### src/rtl/regfile_pkg.sv
// regfile_pkg: condition-code constants and type shared by the register file and ALU flag path
package regfile_pkg;
  typedef logic [2:0] cc_t;
  localparam cc_t CC_N = 3'b100;
  localparam cc_t CC_Z = 3'b010;
  localparam cc_t CC_P = 3'b001;
endpackage

### src/rtl/regfile_nzp_if.sv
// regfile_nzp_if: write, reserve and read-port bundle of the register file
interface regfile_nzp_if #(
  parameter int DATA_W   = 16,
  parameter int NUM_REGS = 8,
  parameter int NUM_RD   = 2
);
  import regfile_pkg::*;
  localparam int SEL_W = $clog2(NUM_REGS);
  logic              write_en;
  logic [SEL_W-1:0]  sel_in;
  logic [DATA_W-1:0] in;
  logic              cc_en;
  logic              reserve_en;
  logic [SEL_W-1:0]  sel_reserve;
  logic [SEL_W-1:0]  sel_out [NUM_RD];
  logic [DATA_W-1:0] out [NUM_RD];
  logic [NUM_RD-1:0] busy;
  cc_t               cc;
  modport master (
    output write_en, sel_in, in, cc_en, reserve_en, sel_reserve, sel_out,
    input  out, busy, cc
  );
  modport slave (
    input  write_en, sel_in, in, cc_en, reserve_en, sel_reserve, sel_out,
    output out, busy, cc
  );
endinterface

### src/rtl/regfile_nzp_nzp_gen.sv
// nzp_gen: classifies a data word as negative, zero or positive
module nzp_gen
  import regfile_pkg::*;
#(
  parameter int DATA_W = 16
) (
  input  logic [DATA_W-1:0] i_data,
  output cc_t               o_cc
);
  assign o_cc = i_data[DATA_W-1] ? CC_N : (i_data == '0) ? CC_Z : CC_P;
endmodule

### src/rtl/regfile_nzp.sv
// regfile_nzp: N-read/1-write register file with NZP condition codes and busy scoreboard
module regfile_nzp
  import regfile_pkg::*;
#(
  parameter int DATA_W   = 16,
  parameter int NUM_REGS = 8,
  parameter int NUM_RD   = 2,
  parameter int BYPASS   = 1
) (
  input logic          clk,
  input logic          rst,
  regfile_nzp_if.slave bus
);
  logic [DATA_W-1:0]   r_regs [NUM_REGS];
  logic [NUM_REGS-1:0] r_busy;
  logic [NUM_REGS-1:0] w_busy_nxt;
  cc_t                 r_cc;
  cc_t                 w_nzp;
  nzp_gen #(.DATA_W(DATA_W)) u_nzp (.i_data(bus.in), .o_cc(w_nzp));
  // reserve is applied after the write clear so a new producer keeps the register busy
  always_comb begin
    w_busy_nxt = r_busy;
    if (bus.write_en) w_busy_nxt[bus.sel_in] = 1'b0;
    if (bus.reserve_en) w_busy_nxt[bus.sel_reserve] = 1'b1;
  end
  always_ff @(posedge clk) begin
    if (rst) begin
      for (int i = 0; i < NUM_REGS; i++) r_regs[i] <= '0;
      r_busy <= '0;
      r_cc   <= CC_Z;
    end else begin
      if (bus.write_en) r_regs[bus.sel_in] <= bus.in;
      if (bus.write_en && bus.cc_en) r_cc <= w_nzp;
      r_busy <= w_busy_nxt;
    end
  end
  assign bus.cc = r_cc;
  for (genvar p = 0; p < NUM_RD; p++) begin : g_rd
    logic w_hit;
    assign w_hit        = (BYPASS != 0) && !rst && bus.write_en && (bus.sel_out[p] == bus.sel_in);
    assign bus.out[p]   = w_hit ? bus.in : r_regs[bus.sel_out[p]];
    assign bus.busy[p]  = !w_hit && r_busy[bus.sel_out[p]];
  end
endmodule

### src/flat_wrapper.sv
// flat-port wrapper written by rule: the top's interface ports become plain ports
module regfile_nzp_flat import regfile_pkg::*;
#(
  parameter int DATA_W   = 16,
  parameter int NUM_REGS = 8,
  parameter int NUM_RD   = 2,
  parameter int BYPASS   = 1
)
  (clk, rst, bus_write_en, bus_sel_in, bus_in, bus_cc_en, bus_reserve_en, bus_sel_reserve, bus_sel_out, bus_out, bus_busy, bus_cc);
  regfile_nzp_if #(.DATA_W(DATA_W), .NUM_REGS(NUM_REGS), .NUM_RD(NUM_RD)) bus_i ();
  input logic clk;
  input logic rst;
  input wire logic [$bits(bus_i.write_en)-1:0] bus_write_en;
  input wire logic [$bits(bus_i.sel_in)-1:0] bus_sel_in;
  input wire logic [$bits(bus_i.in)-1:0] bus_in;
  input wire logic [$bits(bus_i.cc_en)-1:0] bus_cc_en;
  input wire logic [$bits(bus_i.reserve_en)-1:0] bus_reserve_en;
  input wire logic [$bits(bus_i.sel_reserve)-1:0] bus_sel_reserve;
  input wire logic [$bits(bus_i.sel_out)-1:0] bus_sel_out;
  output wire logic [$bits(bus_i.out)-1:0] bus_out;
  output wire logic [$bits(bus_i.busy)-1:0] bus_busy;
  output wire logic [$bits(bus_i.cc)-1:0] bus_cc;
  assign bus_i.write_en = bus_write_en;
  assign bus_i.sel_in = bus_sel_in;
  assign bus_i.in = bus_in;
  assign bus_i.cc_en = bus_cc_en;
  assign bus_i.reserve_en = bus_reserve_en;
  assign bus_i.sel_reserve = bus_sel_reserve;
  assign bus_i.sel_out = {>>{bus_sel_out}};
  assign bus_out = {>>{bus_i.out}};
  assign bus_busy = bus_i.busy;
  assign bus_cc = bus_i.cc;
  regfile_nzp #(.DATA_W(DATA_W), .NUM_REGS(NUM_REGS), .NUM_RD(NUM_RD), .BYPASS(BYPASS)) u_core (.clk(clk), .rst(rst), .bus(bus_i));
endmodule
### config.mk
export PLATFORM = sky130hd
export DESIGN_NAME = regfile_nzp_flat
export DESIGN_NICKNAME = d
export VERILOG_FILES = /design/src/rtl/regfile_pkg.sv /design/src/rtl/regfile_nzp_if.sv /design/src/rtl/regfile_nzp_nzp_gen.sv /design/src/rtl/regfile_nzp.sv /design/src/flat_wrapper.sv
export SDC_FILE = /design/constraint.sdc
export NUM_CORES = 1
export LEC_CHECK = 0
export ABC_AREA = 1
export CAP_MARGIN = 25
export CORE_ASPECT_RATIO = 0.8
export CORE_UTILIZATION = 51
export CTS_CLUSTER_DIAMETER = 50
export DETAILED_ROUTE_END_ITERATION = 6
export PLACE_DENSITY = 0.83
export SKIP_CTS_REPAIR_TIMING = 1
export SLEW_MARGIN = 20
export SYNTH_ARGS = -nofsm -noshare
export SYNTH_HDL_FRONTEND = slang
export SYNTH_SLANG_ARGS = --single-unit
### constraint.sdc
create_clock -name clk -period 2.7 [get_ports clk]
set_input_delay 0.675 -clock clk [delete_from_list [all_inputs] [get_ports clk]]
set_output_delay 0.675 -clock clk [all_outputs]
set_load 0.005 [all_outputs]
* Yosys cells after proc, flatten, opt, wreduce, memory -nomap -nowiden *
Memory sizes are Yosys's and may differ from the RTL's.
Cells that the tools add are included.

storage, ports and cells
  register bits after elaboration = 11
  memories = 1
  input port bits = 33
  logic and storage cells = 49
  bits in writable memories = 128

operators by class
  reductions and logical operators = 13
  $lt $le $gt $ge = 6
  multiplexer cells = 22
  bitwise gates (word level) = 3
  eq/ne operators = 2

memory list
  name           depth  bits a word  rd ports  clocked after memory_dff  wr ports  RTL line           source
  u_core.r_regs  8      16           2         0                         8         regfile_nzp.sv:14  logic [DATA_W-1:0] r_regs [NUM_REGS];

operator list
  kind                                                                                 count
  16-bit 2-to-1 mux                                                                    3
  16-bit zero test                                                                     1
  3-bit by 4-bit less-than comparator with 1-bit output, second input constant         4
  8-bit 2-to-1 mux                                                                     2
  16-bit OR reduction                                                                  1
  1-bit 2-to-1 mux                                                                     10
  8-bit bitwise AND                                                                    1
  1-bit logical AND                                                                    8
  8-bit NOT                                                                            1
  8-bit bitwise OR                                                                     1
  1-bit binary-select mux with 3-bit select                                            2
  1-bit demux with 3-bit select                                                        2
  3-bit equality test                                                                  2
  3-bit by 1-bit greater-or-equal comparator with 1-bit output, second input constant  2
  3-bit 2-to-1 mux                                                                     2
  1-bit zero test                                                                      3
  2-bit 2-to-1 mux                                                                     1

* Logic depth before layout (Yosys ltp) *
Gate-level depths: netlist of the first run.

  depth after elaboration = 9
  mapped depth = 10

* Hierarchy *
From an unflattened synthesis of the first run, not the netlist that was laid out.

second synthesis, totals
  cell total of the unflattened synthesis = 1160
  area, all modules = 8463.1 um^2

by module, submodules not included
  module       times used  area each (um^2)  sequential area each (um^2)  cells each
  regfile_nzp  1           8391.8            4063.9                       1143
  nzp_gen      1           71.3              0.0                          17

* Worst setup path before layout of the first run *
No wires, ideal clock.

  path type = input-to-output
  start = input port rst
  end = output port bus_out[21]
  setup slack = 0.454 ns
  arrival = 1.571 ns
  cell stages on the path = 9
  cells stage by stage = buf_6 > nor2_8 > nand2_2 > nor2_2 > nand2_4 > inv_6 > buf_12 > nand2_1 > nand2_1

between the ends
  word-level cells in the longest chain between the ends = 4

ends and longest elaborated chain
  item                             RTL line            source
  from (decl)                      flat_wrapper.sv:12  input logic rst;
  1-bit zero test                  regfile_nzp.sv:40   assign w_hit = (BYPASS != 0) && !rst && bus.write_en && (bus.sel_out[p] == bus.sel_in);
  1-bit logical AND (2 in series)  regfile_nzp.sv:40
  16-bit 2-to-1 mux                regfile_nzp.sv:41   assign bus.out[p] = w_hit ? bus.in : r_regs[bus.sel_out[p]];
  to (decl)                        flat_wrapper.sv:20  output wire logic [$bits(bus_i.out)-1:0] bus_out;

No other way between the ends.

* Final worst setup path of the first run *
  start = input port bus_sel_out[5]
  end = output port bus_out[28]

between the ends
  word-level cells in the longest chain between the ends = 3

ends and longest elaborated chain
  item                                                       RTL line            source
  from (decl)                                                flat_wrapper.sv:19  input wire logic [$bits(bus_i.sel_out)-1:0] bus_sel_out;
  branches (longest 2 deep; another with memory 8 x 16 bit)  n/a
  16-bit 2-to-1 mux *                                        regfile_nzp.sv:41

Mark *: on every way between the ends.

==> results.tsv, run 1 <==
stage	metric	value	unit
logic_synthesis	Yosys top cell by area	edfxtp_1	
cts	Clock Latency Late Sink	0.43	ns
placed_design	DP Wirelength	18300	um
logic_synthesis	Seq/Total Area, Yosys	48.3	%
logic_synthesis	Synth cell types	28	
timing	worst rel slew slack	69.9	%
timing	highest clock rate	354	MHz
timing	Pins Over Slew Limit	0	
outcome	failing checks	design-rule violations, negative setup slack	
cells_and_area	Nets	1302	
global_routing	largest net degree at the start of global routing	35	
setup_path	CP Data Arrival Time	2.15	ns
power	pwr dens	573	nW/um^2
cts	Clock Sink Count	139	
global_routing	GRT Total Usage	33.9	%
logic_synthesis	Mapped Avg Cell Area	7.29	sq um
detailed_routing	drt first pass iters	7	
cts	htree depth	4	
die	Die Area	17000	sq um
power	LEAKAGE	5.34	nW
logic_synthesis	synthesis warning total	0	
timing	min Tclk post-route	2.82	ns
die	Top-Level Pins	70	
cts	CTS buffer count	17	
cells_and_area	Non-Filler Instances	1497	
logic_synthesis	fraction of registers with async set/reset	0	%
cells_and_area	footprint of the multi-input gates	3490	sq um
die	Initial Utilization	52.7	%
placed_design	dpl ws	-0.550	ns
placed_design	gpl congestion	0.978	
timing	final critical-path share of the clock period	105	%
logic_synthesis	Most used DFF post-synth	edfxtp_1	
timing	RSZ-0062 raised after global routing	yes	
cells_and_area	n_diodes	0	
cts	Root Driver	clkbuf_16	
timing	final worst slack	-0.122	ns
placed_design	# port buffers	69	
logic_synthesis	Mapped Cells	1155	
setup_path	kind of critical path	in2out	
logic_synthesis	synth top area cells	edfxtp_1 (46%), nand2_1 (16%), nand3_1 (14%)	
timing	Final Skew	0	ns
cts	CTS tree	built	
cells_and_area	Fillers	1222	
placed_design	dpl cells	1451	
timing	Hold Vio Cnt, Final	0	
setup_path	Critical Path RT	2.03	ns
detailed_routing	Vias	8786	
die	core area	16000	sq um
logic_synthesis	EDFF count, synth	128	
cells_and_area	layout cells sized above 1	13.7	%
logic_synthesis	synth cell count leaders	nand2_1 (365), nand3_1 (241), inv_1 (153), nor2_1 (147), edfxtp_1 (128)	
timing	Hold WS	0.482	ns
timing	Worst-Margin Slew	0.450	ns
logic_synthesis	flop and latch count out of synthesis	139	
timing	# setup viols final	8	
power	Peak supply drop	0.513	mV
logic_synthesis	syn_nets	1188	
logic_synthesis	Cell Area, Synth	8410	sq um
power	Tot Pwr	0.00620	W
global_routing	vias in the first global route	8056	
cts	CTS clock-pin slew for the worst setup and hold paths	0.06	ns
detailed_routing	final WL	29400	um
detailed_routing	Vias/cell	5.87	
worst_hold_path	worst min path class	reg2reg	
setup_path	CP max FO	9	
global_routing	initial antenna violation count	1	
detailed_routing	Routed Antenna Nets	0	
detailed_routing	DRC	11	
logic_synthesis	Yosys top cell area share	45.7	%
setup_path	nature of the critical path endpoint	output port	
setup_path	Setup crit start kind	input pin	
detailed_routing	WL/cell	19.7	um
die	Core Rows	41	
cts	clock buffer depth	2	
detailed_routing	Starting DRT DRC Count	1582	
logic_synthesis	count leader, synth	nand2_1	
cells_and_area	Layout Area Growth over Synthesis	28.6	%
outcome	status	finished, violations left	
job	Max-cap violations	0	
global_routing	first-pass GRT wire length	43100	um
die	DIE HEIGHT	117	um
die	Die W	146	um
cells_and_area	Register Area	4060	sq um
global_routing	GRT Residual Overflow	0	
cells_and_area	final core occ	67.8	%
==> worst max-delay path, stage by stage <==
cell	delay (ns)
dlymetal6s2s_1	0.17
inv_2	0.11
nand2_2	0.06
nand2_2	0.08
nor2_4	0.04
nand2_4	0.14
buf_12	0.17
nand3_1	0.11
nand2_1	0.07
clkdlybuf4s50_1	0.51
==> area by class of cell <==
type,count,area share [%]
Sequential cell,139,37.6
Multi-Input combinational cell,789,32.2
Timing Repair Buffer,160,15.9
Inverter,162,5.99
Clock buffer,19,4.00
Tap cell,215,2.49
Clock inverter,13,1.83
==> cell families after synthesis <==
family	count (synthesis)	synth area share [%]
compound gates	18	1.22
buf+inv	227	11.3
flops	139	48.3
simple gates	771	39.2
==> layer usage <==
metal  vias up  track usage (%)  share of wire, %
met4         2             15.5               3.7
met1      3946             43.1                36
met3       145             11.0                17
li1       3894                -                 -
met2       799             53.3                44
met5         -                0             0.044
==> state kept, by name, indices dropped and copies added (netlist names) <==
register       cells
u_core.bus.cc      3
u_core.r_regs    128
u_core.r_busy      8
==> power breakdown <==
group          leakage, nW  internal (W)  switching (W)
clock network        0.305       0.00163       0.000921
registers             1.32       0.00248      0.0000385
logic                 3.72      0.000445       0.000684
==> final timing paths <==
| kind | startpoint | endpoint | slack [ns] | cells past startpoint |
|---|---|---|---|---|
| setup / recovery | bus_sel_out[5] | bus_out[28] | -0.12 | 10 |
| setup reg to reg | u_core.r_busy[4]$_SDFF_PP0_ | u_core.r_busy[4]$_SDFF_PP0_ | 2.05 | 2 |
| hold / removal | u_core.bus.cc[0]$_SDFFE_PP0P_ | u_core.bus.cc[0]$_SDFFE_PP0P_ | 0.48 | 2 |
| hold reg to reg | u_core.bus.cc[0]$_SDFFE_PP0P_ | u_core.bus.cc[0]$_SDFFE_PP0P_ | 0.48 | 2 |
==> layout by cell type (no fill, tap or decap), types with 2 or more instances in the layout <==
cell,synthesis,final
o21ai_0,6,6
edfxtp_1,128,128
nand2_2,2,4
dfxtp_1,11,11
dlymetal6s2s_1,0,29
buf_2,22,2
buf_4,5,68
nor2_2,2,4
bufinv_16,0,5
nand2_4,2,2
a21oi_1,5,5
o211ai_1,4,4
inv_2,6,4
nand2_1,365,363
nand3_2,8,20
inv_1,153,152
clkinv_2,0,4
buf_12,1,20
clkbuf_1,25,2
clkinvlp_4,0,2
nor2_1,147,143
clkbuf_2,0,3
clkdlybuf4s50_1,0,30
clkbuf_4,0,2
buf_6,3,3
nand3_1,241,229
inv_4,1,3
clkinv_8,0,2
nor2_4,1,3
clkbuf_16,0,20
o22ai_1,2,2
==> per-stage QoR <==
step / cell area (sq um) / setup TNS (ns)
floorplan: 8410 / 0
global placement: 9860 / -16.04
detailed placement: 9860 / -17.17
CTS: 10500 / -17.83
global route: 10800 / -1.11
finish: 10800 / -0.581
Power figures use the tool's default switching activity.
==> inputs of run 2 (changes only) <==
--- a/config.mk
+++ b/config.mk
@@ -5,13 +5,12 @@
 export SDC_FILE = /design/constraint.sdc
 export NUM_CORES = 1
 export LEC_CHECK = 0
-export ABC_AREA = 1
-export CAP_MARGIN = 25
+export CAP_MARGIN = 5
 export CORE_ASPECT_RATIO = 0.8
-export CORE_UTILIZATION = 51
+export CORE_UTILIZATION = 31
 export CTS_CLUSTER_DIAMETER = 50
 export DETAILED_ROUTE_END_ITERATION = 6
-export PLACE_DENSITY = 0.83
+export PLACE_DENSITY = 0.59
 export SKIP_CTS_REPAIR_TIMING = 1
 export SLEW_MARGIN = 20
 export SYNTH_ARGS = -nofsm -noshare
==> results.tsv, run 2 <==
stage	metric	value	unit	change
outcome	status	finished, violations left		
outcome	failing checks	negative setup slack		
detailed_routing	Vias	5500		-37%
setup_path	nature of the critical path endpoint	output port		
global_routing	first-pass GRT wire length	33800	um	-22%
job	Max-cap violations	0		unchanged
logic_synthesis	EDFF count, synth	128		unchanged
setup_path	Setup crit start kind	input pin		
global_routing	GRT busiest layer	met2		
cells_and_area	n_diodes	0		unchanged
global_routing	GRT Residual Overflow	0		unchanged
cells_and_area	most frequent cells in the layout	and2_1 (128), edfxtp_1 (128), buf_4 (54)		
timing	Pins Over Slew Limit	0		unchanged
timing	highest clock rate	367	MHz	+3.6%
logic_synthesis	Cell Area, Synth	8030	sq um	-4.6%
global_routing	GRT Total Usage	17.6	%	-16 points
cells_and_area	Register Area	4060	sq um	unchanged
logic_synthesis	fraction of registers with async set/reset	0	%	unchanged
timing	Hold Vio Cnt, Final	0		unchanged
cells_and_area	Fillers	2344		+92%
timing	min Tclk post-route	2.72	ns	-0.0972 ns
detailed_routing	drt first pass iters	5		-2
logic_synthesis	Most used DFF post-synth	edfxtp_1		
setup_path	kind of critical path	in2out		
global_routing	initial antenna violation count	0		-1
setup_path	R2R Setup Slk	2.04	ns	about the same
logic_synthesis	Yosys top cell by area	edfxtp_1		
die	core area	25400	sq um	+59%
logic_synthesis	synthesis warning total	0		unchanged
die	Die Area	26500	sq um	+56%
detailed_routing	final WL	24300	um	-18%
setup_path	Reg2Reg Depth	2		unchanged
worst_hold_path	hold path depth	2		unchanged
worst_hold_path	worst min path class	reg2reg		
setup_path	CP max FO	8		-1
timing	Final Skew	0	ns	unchanged
die	DIE HEIGHT	146	um	+25%
timing	# setup viols final	1		-7
cells_and_area	final non-filler cell area	10600	sq um	-2.5%
global_routing	GR Util met3	3.23	%	-7.7 points
cts	CTS clock-pin slew for the worst setup and hold paths	0.06	ns	about the same
global_routing	met2 Use GR	29.3	%	-24 points
timing	worst rel slew slack	37.9	%	-32 points
cts	clock buffer depth	2		unchanged
logic_synthesis	synth top area cells	edfxtp_1 (48%), mux4_1 (18%), and2_1 (10%)		
cells_and_area	Nets	723		-44%
setup_path	Crit Reg-Reg Endpoint	u_core.r_busy[0]$_SDFF_PP0_		
placed_design	DP Wirelength	15100	um	-18%
cts	CTS tree	built		
global_routing	GRT met1 Usage	23.5	%	-20 points
cells_and_area	layout cells sized above 1	28.9	%	+15 points
cts	CTS buffer count	17		unchanged
worst_hold_path	HP Start	u_core.bus.cc[2]$_SDFFE_PP0P_		
detailed_routing	Starting DRT DRC Count	495		-69%
timing	final worst slack	-0.0247	ns	+0.0972 ns
die	Core Rows	52		+27%
placed_design	gpl congestion	0.793		-19%
timing	final critical-path share of the clock period	101	%	-3.6 points
timing	RSZ-0062 raised after global routing	yes		
setup_path	Critical Path RT	2.03	ns	about the same
logic_synthesis	Mapped Cells	568		-51%
logic_synthesis	syn_nets	601		-49%
logic_synthesis	Synth cell types	36		+29%
cts	Clock Sink Count	139		unchanged
placed_design	# port buffers	69		unchanged
logic_synthesis	Mapped Avg Cell Area	14.1	sq um	+94%
cells_and_area	footprint of the multi-input gates	3660	sq um	+5.1%
cells_and_area	final core occ	41.6	%	-26 points
die	Die W	182	um	+25%
power	Peak supply drop	0.486	mV	-5.2%
logic_synthesis	synth cell count leaders	and2_1 (128), edfxtp_1 (128), mux4_1 (56), nor2_1 (39), a21oi_1 (35)		
timing	Worst-Margin Slew	0.930	ns	+0.480 ns
cts	Clock Latency Late Sink	0.42	ns	about the same
global_routing	largest net degree at the start of global routing	18		-49%
cts	htree depth	4		unchanged
detailed_routing	Routed Antenna Nets	0		unchanged
logic_synthesis	Seq/Total Area, Yosys	50.6	%	+2.3 points
cells_and_area	max FFs per register	128		unchanged
power	Tot Pwr	0.00596	W	-3.9%
die	Top-Level Pins	70		unchanged
setup_path	CP Data Arrival Time	2.05	ns	-0.10 ns
global_routing	vias in the first global route	5327		-34%
power	pwr dens	565	nW/um^2	-1.4%
cells_and_area	Layout Area Growth over Synthesis	31.5	%	
cells_and_area	Reg with most FFs	u_core.r_regs		
detailed_routing	DRC	0		-11
die	Initial Utilization	31.6	%	-21 points
logic_synthesis	Yosys top cell area share	47.9	%	+2.2 points
worst_hold_path	hold endpoint	u_core.bus.cc[2]$_SDFFE_PP0P_		
timing	Fin Setup TNS	-0.0247	ns	+0.556 ns
power	LEAKAGE	4.30	nW	-19%
logic_synthesis	flop and latch count out of synthesis	139		unchanged
setup_path	RR Startpoint	u_core.r_busy[0]$_SDFF_PP0_		
detailed_routing	Vias/cell	5.36		-8.8%
placed_design	dpl cell area	9450	sq um	-4.2%
detailed_routing	WL/cell	23.6	um	+20%
cts	Root Driver	clkbuf_16		
-- run 2: cell types whose count changed in the layout (fill, tap and decap cells not counted), sizes merged, moves of 7 or more --
cell / previous run / this run
nor2: 151 / 45
and2: 0 / 128
a21oi: 5 / 35
inv: 161 / 13
dlymetal6s2s: 29 / 39
mux4: 0 / 68
mux2i: 0 / 34
buf: 93 / 86
nand3: 249 / 2
nand2: 369 / 11
-- run 2: critical path, stage by stage --
cell and delay, ns:
buf_12 0.12, buf_12 0.14, mux4_1 0.58, mux2i_2 0.27
a21oi_4 0.10, dlymetal6s2s_1 0.16
-- run 2: area by class of cell --
type                       count  share of cell area, %
sequential                   139                   38.5
clock buffer                  18                   4.07
timing repair buffer         157                   16.8
inverter                      11                  0.391
clock inverter                14                   1.62
tap                          324                   3.84
multi-input combinational    364                   34.7
-- run 2: logic make-up (layout without fill, tap and decap cells) --
| family | after synthesis | after routing | share of synthesized area [%] |
|---|---|---|---|
| AOI/OAI and AO/OA | 52 | 52 | 3.74 |
| xor gates and xnor gates | 6 | 6 | 0.655 |
| and+or+nand+nor | 204 | 204 | 14.7 |
| buffers and inverters | 65 | 200 | 4.29 |
| muxes | 102 | 102 | 25.9 |
| DFF | 139 | 139 | 50.6 |
-- run 2: per-stage QoR --
| stage | hold slack [ns] | instances | setup slack, ns |
|---|---|---|---|
| 2_1_floorplan | 0.437 | 568 | 0.325 |
| 3_3_place_gp | 0.447 | 971 | -0.781 |
| 3_5_place_dp | 0.451 | 971 | -0.872 |
| 4_1_cts | 0.459 | 1003 | -0.929 |
| 5_1_grt | 0.474 | 1027 | -0.0963 |
| 6_report | 0.454 | 1027 | -0.0247 |
-- run 2: routing by layer --
| metal | vias up | share of wire [%] |
|---|---|---|
| met5 | - | 0 |
| met4 | 0 | 1.5 |
| met3 | 24 | 5.4 |
| met2 | 216 | 49 |
| met1 | 2849 | 44 |
| li1 | 2411 | - |
-- run 2: worst max path at each step --
stage | from | depth (start not counted) | end
finish | bus_sel_out[3] | 6 | bus_out[20]
global placement | bus_sel_out[4] | 6 | bus_out[20]
CTS | bus_sel_out[4] | 6 | bus_out[20]
detailed placement | bus_sel_out[4] | 6 | bus_out[20]
global route | bus_sel_out[3] | 6 | bus_out[20]
floorplan | bus_sel_out[3] | 5 | bus_out[24]
-- run 2: report_power, final --
group          internal [W]  switching (W)
clock network       0.00146       0.000953
logic              0.000547       0.000439
registers           0.00249      0.0000706
